File: config.mk
export PLATFORM = sky130hd
export DESIGN_NAME = decrypt_round_core
export DESIGN_NICKNAME = d
export VERILOG_FILES = /design/src/rtl/decrypt_round_core.sv
export SDC_FILE = /design/constraint.sdc
export NUM_CORES = 1
export LEC_CHECK = 0
export ABC_AREA = 1
export CAP_MARGIN = 20
export CORE_MARGIN = 8
export CORE_UTILIZATION = 48
export CTS_CLUSTER_SIZE = 20
export DETAILED_ROUTE_END_ITERATION = 8
export GPL_TIMING_DRIVEN = 0
export PLACE_DENSITY = 0.77
export RECOVER_POWER = 25
export REMOVE_ABC_BUFFERS = 1
export SLEW_MARGIN = 20
export SYNTH_ARGS = -nofsm -noshare
export SYNTH_HDL_FRONTEND = slang
export SYNTH_SLANG_ARGS = --single-unit
File: constraint.sdc
create_clock -name CLK -period 2.3 [get_ports CLK]
set_input_delay 0.575 -clock CLK [delete_from_list [all_inputs] [get_ports CLK]]
set_output_delay 0.575 -clock CLK [all_outputs]
set_load 0.02 [all_outputs]
File: src/rtl/decrypt_round_core.sv
// Iterative 8-bit Feistel decryption core: one round per accepted key triplet,
// ROUNDS rounds per 16-bit block, result held on pt_out after a one-cycle done pulse.
module decrypt_round_core #(
    parameter int unsigned ROUNDS = 8
) (
    input  logic        CLK,
    input  logic        RST,
    input  logic        start,
    input  logic [15:0] ct_in,
    input  logic        key_valid,
    input  logic [7:0]  K_A,
    input  logic [7:0]  K_B,
    input  logic [7:0]  K_C,
    output logic        key_ready,
    output logic [3:0]  round_idx,
    output logic        busy,
    output logic        done,
    output logic [15:0] pt_out
);

    localparam int unsigned IDX_W  = 4;
    localparam int unsigned HALF_W = 8;
    localparam int unsigned BLK_W  = 2 * HALF_W;
    localparam int unsigned ROT    = 3;

    localparam logic [1:0] S_IDLE = 2'd0;
    localparam logic [1:0] S_RUN  = 2'd1;
    localparam logic [1:0] S_DONE = 2'd2;

    localparam logic [IDX_W-1:0] LAST_IDX = IDX_W'(ROUNDS - 1);

    logic [1:0]        state;
    logic [1:0]        state_n;
    logic [HALF_W-1:0] l_q;
    logic [HALF_W-1:0] r_q;
    logic [HALF_W-1:0] l_n;
    logic [HALF_W-1:0] r_n;
    logic [IDX_W-1:0]  idx_n;
    logic [BLK_W-1:0]  pt_n;
    logic              key_ready_n;
    logic              busy_n;
    logic              done_n;
    logic [HALF_W-1:0] mix_c;
    logic [HALF_W-1:0] f_c;

    // Round function: rotl3((L ^ K_A) + K_B) ^ K_C, addition wraps mod 256
    always_comb begin
        mix_c = HALF_W'((l_q ^ K_A) + K_B);
        f_c   = {mix_c[HALF_W-ROT-1:0], mix_c[HALF_W-1:HALF_W-ROT]} ^ K_C;
    end

    // Next-state, datapath and output decode
    always_comb begin
        state_n     = state;
        l_n         = l_q;
        r_n         = r_q;
        idx_n       = round_idx;
        pt_n        = pt_out;
        key_ready_n = 1'b0;
        busy_n      = 1'b0;
        done_n      = 1'b0;

        case (state)
            S_IDLE: begin
                if (start) begin
                    l_n     = ct_in[BLK_W-1:HALF_W];
                    r_n     = ct_in[HALF_W-1:0];
                    idx_n   = '0;
                    state_n = S_RUN;
                end
            end
            S_RUN: begin
                // key_ready is high for the whole of RUN, so key_valid alone marks a transfer
                if (key_valid) begin
                    l_n = r_q ^ f_c;
                    r_n = l_q;
                    if (round_idx == LAST_IDX) begin
                        pt_n    = {r_q ^ f_c, l_q};
                        state_n = S_DONE;
                    end else begin
                        idx_n = IDX_W'(round_idx + IDX_W'(1));
                    end
                end
            end
            S_DONE: begin
                state_n = S_IDLE;
            end
            default: begin
                state_n = S_IDLE;
            end
        endcase

        key_ready_n = (state_n == S_RUN);
        busy_n      = (state_n != S_IDLE);
        done_n      = (state_n == S_DONE);
    end

    // State, datapath and registered status outputs
    always_ff @(posedge CLK or posedge RST) begin
        if (RST) begin
            state     <= S_IDLE;
            l_q       <= '0;
            r_q       <= '0;
            round_idx <= '0;
            pt_out    <= '0;
            key_ready <= 1'b0;
            busy      <= 1'b0;
            done      <= 1'b0;
        end else begin
            state     <= state_n;
            l_q       <= l_n;
            r_q       <= r_n;
            round_idx <= idx_n;
            pt_out    <= pt_n;
            key_ready <= key_ready_n;
            busy      <= busy_n;
            done      <= done_n;
        end
    end

endmodule
==> metrics.csv <==
metric;value;unit
yosysWarnings;0;
synth_cell_types;26;
yosys-top-cells-area;dfrtp_1 43%, nand2_1 16%, xor2_1 5.1%;
worstMarginPinSlew;0.727;ns
synth-async-reset-ratio;1.00;
finalCriticalPeriod;2.19;ns
cts_tree;built;
pwr-share-seq;0.291;
antenna_cells;0;
placed_area;0.00313;mm^2
drt-total-wl;6270;um
hp-class;reg2reg;
wire_per_inst;14.0;um
path_buf_inv;1;
ir_drop;0.000774;V
root_buffer;clkbuf_8;
fin_skew;0.00643;ns
drv_slew;0;
seq_area;0.00103;mm^2
status;complete, no violations;
setup-tns-final;0;ns
internal_power;0.00247;W
reg2reg_slack;0.26;ns
die_area;0.00752;mm^2
synth-edff-count;0;
netlist.area_leader.share;0.427;
layout-drive-gt1-share;0.0550;
cp-end-kind;flip-flop;
fmax;457;MHz
syn-cell-area;0.00240;mm^2
leakagePower;1.56;nW
grt_pass1_wl;10100;um
globalplace.congestion;0.884;
route.vias.total;2226;
synthAdderAreaFrac;0.0500;
power_density;1400;mW/mm^2
ys.flop_type;dfrtp_1;
final_cell_mix;102 x nand2_1, 65 x clkdlybuf4s50_1, 41 x dfrtp_1, 32 x inv_1, 27 x nor2_1;
holdPathStages;2;
syn_inst;314;
die_y;86.7;um
nNetsFinal;435;
synth_top_area_cell;dfrtp_1;
whs_endpoint;pt_out[14];
crit_top_cell;xor2_1;
drc;0;
synthXorXnorAreaFrac;0.0803;
grt_max_degree;28;
grt_overflow;0;
design_area;0.00324;mm^2
synth_top_family_by_area;simple AND/OR/NAND/NOR gates;
min-delay-start;pt_out[14];
io_buffer_count;66;
r2r-end;l_q[5];
clock_sinks;41;
grt_setup_unrepaired;true;
initial_utilization;0.502;
coreArea;0.00479;mm^2
synthMuxAreaShare;0;
swShare;0.454;
clk_latency;0.30;ns
cp_cell_sequence;clkdlybuf4s50_1 > xor2_1 > ha_1 > fa_2 > xor2_1 > nand2_1 > o211ai_1 > o21ai_0;
synth_compound_area_frac;0.117;
critical_path_class;in2reg;
avgViaCountPerCell;4.96;
cp.arrival;2.33;ns
final_common_cell;nand2_1;
grt_antenna_before_repair;0;
die-width;86.7;um
hold_violations;0;
num_rows;25;
grt.total_usage;0.169;
drtAntennaViolNets;0;
synth-simple-area-share;0.251;
multi_input_comb_area;0.00122;mm^2
postCtsHoldBufs;0;
drv_cap;0;
p_clk_frac;0.125;
start_kind;input port;
setup_violations;0;
critPathTopFamily;adder cells;
post-route-period-util;0.952;
path_max_fanout;2;
grt_pass1_vias;2194;
ys_seq_area_frac;0.427;
drtIter0Drc;120;
cts_buffer_depth;2;
path_clk_slew;0.08;ns
pin_count;67;
synth.ff_latch_count;41;
slew_headroom;0.514;
combinationalPowerShare;0.584;
avgSynthCellArea;7.65;um^2
dp_hpwl;4540;um
cp_slowest_cell;fa_2;
h-tree-depth;2;
p_switching;0.00205;W
numCtsBuffers;5;
critical-path-max-stage-delay;0.54;ns
reg2reg_depth;8;
area_delta_synth_final;34.8;%
drtPass1Iterations;4;
num-fill-cells;413;
crit_required;2.45;ns
r2r-start;state[0];
[synth_stat cells (6+ instances only)]
library cell	n
a21oi_1	13
xor2_1	14
dfrtp_1	41
nand2_1	102
xnor2_1	8
inv_1	32
nand3_1	14
a31oi_1	9
o21ai_0	6
nor2_1	27
ha_1	8
o21ai_1	14
[power by group through the flow]
stage	Clock, W	Sequential, W	Combinational [W]
2_1_floorplan	0	0.00151	0.00157
3_3_place_gp	0	0.00131	0.00254
3_5_place_dp	0	0.00132	0.00261
4_1_cts	0.000580	0.00131	0.00262
5_1_grt	0.000602	0.00136	0.00296
6_report	0.000565	0.00132	0.00264
[repair_timing]
item | CTS | global route
hold endpoints to repair | 0 | 0
setup buffers | 0 | 0
setup endpoints to repair | 0 | 8
resized for setup | 0 | 3
[cell families (layout without fill, tap and decap cells)]
logic type	after synthesis	after routing
simple gates	149	150
compound gates	49	49
buf+inv	44	111
flops	41	41
xor+xnor	22	22
fa+ha+maj	9	9
[worst max-delay path by stage]
stage,start,end,slack [ns],depth (start not counted)
3_3_place_gp,K_A[0],l_q[4],-0.18,8
3_5_place_dp,start,l_q[5],-0.19,7
4_1_cts,state[0],l_q[5],0.10,8
6_report,K_A[0],l_q[4],0.11,8
5_1_grt,K_A[1],l_q[2],-0.04,13
2_1_floorplan,K_A[0],l_q[4],0.38,7
[sequential cells by signal, summed over array words and instances (netlist names)]
signal	flops
pt_out	16
l_q	8
r_q	8
round_idx	4
state	2
busy	1
done	1
key_ready	1
[cell type report]
| class | instances | area share |
|---|---|---|
| Multi-Input combinational cell | 230 | 0.376 |
| Sequential cell | 41 | 0.317 |
| Timing Repair Buffer | 67 | 0.206 |
| Inverter | 37 | 0.0429 |
| Tap cell | 67 | 0.0259 |
| Clock buffer | 5 | 0.0213 |
| Clock inverter | 2 | 0.0108 |
[stage by stage]
step	cells	util	setup slack, ns	hold slack, ns	power, W
floorplan	307	-	0.376	0.490	0.00308
global placement	440	0.649	-0.177	0.469	0.00385
detailed placement	441	0.655	-0.191	0.469	0.00393
CTS	448	0.677	0.103	0.493	0.00451
global route	449	0.676	-0.0438	0.521	0.00492
finish	449	0.676	0.111	0.487	0.00452
[worst register-to-register path: stages (launching register included)]
cell	delay, ns
dfrtp_1	0.47
inv_2	0.10
nor2_4	0.33
nand2_1	0.16
o21ai_4	0.30
inv_2	0.21
a21oi_1	0.15
o21ai_0	0.09
o21a_1	0.12
[layer usage]
layer,GRT usage,vias to the layer above,share of wire
met5,0,-,0
met4,0.0469,0,0.015
met2,0.285,60,0.47
met1,0.202,1023,0.44
met3,0.0501,9,0.074
li1,-,1134,-
Power figures use the tool's default switching activity.
==> RTL edit 1: new RTL, same settings <==
Add an input register stage for `key_valid`, cleared by the reset; this delays it by one clock. The other inputs are not delayed to match.
--- a/src/rtl/decrypt_round_core.sv
+++ b/src/rtl/decrypt_round_core.sv
@@ -28,6 +28,16 @@
     localparam logic [1:0] S_DONE = 2'd2;
 
     localparam logic [IDX_W-1:0] LAST_IDX = IDX_W'(ROUNDS - 1);
+
+    logic key_valid_q;
+
+    always_ff @(posedge CLK or posedge RST) begin
+        if (RST) begin
+            key_valid_q <= '0;
+        end else begin
+            key_valid_q <= key_valid;
+        end
+    end
 
     logic [1:0]        state;
     logic [1:0]        state_n;
@@ -71,7 +81,7 @@
             end
             S_RUN: begin
                 // key_ready is high for the whole of RUN, so key_valid alone marks a transfer
-                if (key_valid) begin
+                if (key_valid_q) begin
                     l_n = r_q ^ f_c;
                     r_n = l_q;
                     if (round_idx == LAST_IDX) begin
Check against the original RTL: not equivalent (a bounded check fails within 4 cycles, from zero or initial values and one cycle with RST high).
==> RTL edit 1 against the original RTL <==
Sequential share of layout area about the same; cell count is 0.67% higher; maximum frequency decreased by 1.5%; critical endpoint unchanged; core utilization shrank 2.8 points; die area is 4.3% higher; setup slack worse by 0.034 ns; total power fell by 1.3%; final area increased by 2.4%; count of clock-buffer cells in the layout increased by 2; sequential cell count rose by 1; via count shrank 0.85%; routed wire length down 2.4%; area after synthesis is 5.3% higher.
==> RTL edit 1: results <==
outcome:
  status: "finished, final reports clean"
final_layout:
  drive_gt1_share_pct: 8.12
  multi_input_area_share_pct: 38.8
  num-multi-input-gates: 228
  seq_area_share_pct: 31.7
  bufAreaShareNonClock_pct: 20.1
  nClkBuffers: 7
  inv_count: 38
  multi_input_area_um2: 1280
  clk_share_pct: 2.30
  nFillCells: 460
timing:
  holdWs_ns: 0.485
  tightest_slew_ns: 0.691
  fin_ws_ns: 0.0763
  fin_worst_skew_ns: 0.0107
yosys:
  ys_types: 33
  synth-seq-area-share_pct: 41.6
  synthCells: 315
  synth_top_cells_by_count: "nand2_1 (102), dfrtp_1 (42), inv_1 (33)"
  ys_seq_elements: 42
  synthTopCellsByArea: "dfrtp_1 (42%), nand2_1 (15%), xor2_1 (5.2%), inv_1 (4.9%), ha_1 (4.0%)"
detailed_routing:
  post_drt_wl_per_cell_um: 13.5
  routed_via_density: 4.88
  initialDrtViolationCount: 78
  wl_met1_um: 2690
  route.met3.wl_um: 419
  dr.pass1.iters: 4
  wl_met2_um: 2920
  dr_total_vias: 2207
grt:
  track_usage_pct: 16.9
  gr-usage-met3_pct: 5.66
  grt_pass1_wl_um: 10200
  groute.layer.met1.usage_pct: 20.0
  grt_pass1_vias: 2254
  grtUsageMet2_pct: 28.0
  grt_antenna_before_repair: 0
setup_path:
  crit_arrival_ns: 2.40
  slowest_stage: "clkdlybuf4s50_1"
  slowest_delay_ns: 0.48
  r2r_end: "l_q[4]$_DFFE_PP0P_"
  ff2ff_setup_slack_ns: 0.34
  r2r-start: "l_q[0]$_DFFE_PP0P_"
  reg2reg_depth: 7
placement:
  place_area_um2: 3230
  dp.cells: 445
  dpl.hpwl_um: 4730
  gp_congestion: 0.869
  dpl_worst_slack_ns: -0.245
pwr:
  power_leakage_nw: 1.60
  ir_drop_mv: 0.710
cts:
  clockBufferDepth: 2
  clock_tree.root_cell: "clkbuf_8"
hold_path:
  holdPathEnd: "pt_out[11]$_DFFE_PP0P_"
  min_from: "pt_out[11]$_DFFE_PP0P_"
die:
  row_count: 26
[RTL edit 1: changes by cell type in the layout (fill, tap and decap cells not counted), moves of 2 or more]
cell	change
a21oi_1	-3
o21ai_2	+7
o21a_1	-2
clkbuf_1	+2
nand2_4	+2
o21ai_1	-5
or2_2	+2
inv_4	+2
nor2_1	-3
[RTL edit 1: where the power goes]
group          leakage (nW)  switching (W)  internal (W)
sequential            0.494       0.000259       0.00108
clock                0.0383       0.000247      0.000209
combinational          1.06        0.00154       0.00112
[RTL edit 1: cell families (layout without fill, tap and decap cells)]
| kind of cell | after synthesis | count (layout) | synth area share, % |
|---|---|---|---|
| and+or+nand+nor | 151 | 151 | 25.9 |
| xor gates and xnor gates | 23 | 23 | 7.97 |
| adders and majority gates | 9 | 9 | 4.75 |
| buffers and inverters | 45 | 112 | 8.42 |
| DFF | 42 | 42 | 41.6 |
| AOI/OAI and AO/OA | 45 | 45 | 11.3 |
==> RTL edit 2: new RTL, config.mk and constraints unchanged <==
Without the edit above. `ROT`: 3 -> 2.
--- a/src/rtl/decrypt_round_core.sv
+++ b/src/rtl/decrypt_round_core.sv
@@ -21,7 +21,7 @@
     localparam int unsigned IDX_W  = 4;
     localparam int unsigned HALF_W = 8;
     localparam int unsigned BLK_W  = 2 * HALF_W;
-    localparam int unsigned ROT    = 3;
+    localparam int unsigned ROT    = 2;
 
     localparam logic [1:0] S_IDLE = 2'd0;
     localparam logic [1:0] S_RUN  = 2'd1;
Formal check against the unedited RTL: not equivalent (a bounded check fails within 10 cycles, from zero or initial values and one cycle with RST high).
==> RTL edit 2 against the original RTL <==
Count of clock-buffer cells in the layout up 1; routed wire length increased by 2.0%; core utilization is 1.8 points higher; cell count shrank 5.3%; final area up 1.4%; setup slack worse by 0.056 ns; clock skew up 0.0011 ns; register-to-register slack worse by 0.07 ns; total power increased by 5.9%; sequential cell count unchanged; area after synthesis shrank 1.9%; critical path type unchanged; largest cell class unchanged; largest power group unchanged.
==> RTL edit 2: results <==
grt:
  gr-usage-met3_pct: 6.11
  groute.layer.met1.usage_pct: 19.5
  grt_pass1_wl_um: 9880
  grtUsageMet2_pct: 28.9
  track_usage_pct: 17.0
placement:
  dpl_worst_slack_ns: -0.403
  gp_congestion: 0.823
  dpl.hpwl_um: 4370
  place_area_um2: 3070
setup_path:
  slowest_delay_ns: 0.63
  crit_path_start: "start"
  cp_top_family: "compound AO/OA/AOI/OAI gates"
  reg2reg_depth: 7
  ff2ff_setup_slack_ns: 0.19
pwr:
  swShare_pct: 45.4
  power_leakage_nw: 1.53
yosys:
  synthTopCellsByArea: "dfrtp_1 (44%), nand2_1 (13%), xnor2_1 (4.5%), ha_1 (4.3%), inv_1 (4.0%)"
  ys_types: 30
  synth_top_cells_by_count: "nand2_1 (83), dfrtp_1 (41), inv_1 (25)"
outcome:
  status: "finished, final reports clean"
detailed_routing:
  routed_via_density: 4.99
  wl_met1_um: 2780
  initialDrtViolationCount: 106
  post_drt_wl_per_cell_um: 15.0
final_layout:
  num-multi-input-gates: 210
  layout.cells.non_filler: 425
  multi_input_area_um2: 1260
  nNonClkBuffers: 69
  syn2layout_area_growth_pct: 39.3
  drive_gt1_share_pct: 12.8
hold_path:
  holdPathEnd: "pt_out[2]$_DFFE_PP0P_"
[RTL edit 2: how the worst max path moves through the flow]
stage	end	slack [ns]
after floorplan	l_q[4]$_DFFE_PP0P_	0.34
after global placement	pt_out[8]$_DFFE_PP0P_	-0.32
after detailed placement	l_q[0]$_DFFE_PP0P_	-0.40
after CTS	l_q[0]$_DFFE_PP0P_	0.008
after global routing	l_q[0]$_DFFE_PP0P_	-0.04
final	l_q[0]$_DFFE_PP0P_	0.05
[RTL edit 2: timing repair]
item                                    in CTS  in global routing
buffers inserted                             2                  0
gates cloned                                 0                  1
endpoints found under the setup margin       3                 22
pin swaps                                    5                  9
resized for setup                            5                 17
[RTL edit 2: cell families (layout without fill, tap and decap cells)]
kind of cell | after synthesis | after routing | share of synthesized area [%]
xor+xnor | 22 | 22 | 8.18
buf+inv | 37 | 107 | 7.07
flops | 41 | 41 | 43.6
compound gates | 48 | 48 | 12.6
simple gates | 130 | 131 | 23.5
fa+ha+maj | 9 | 9 | 5.10
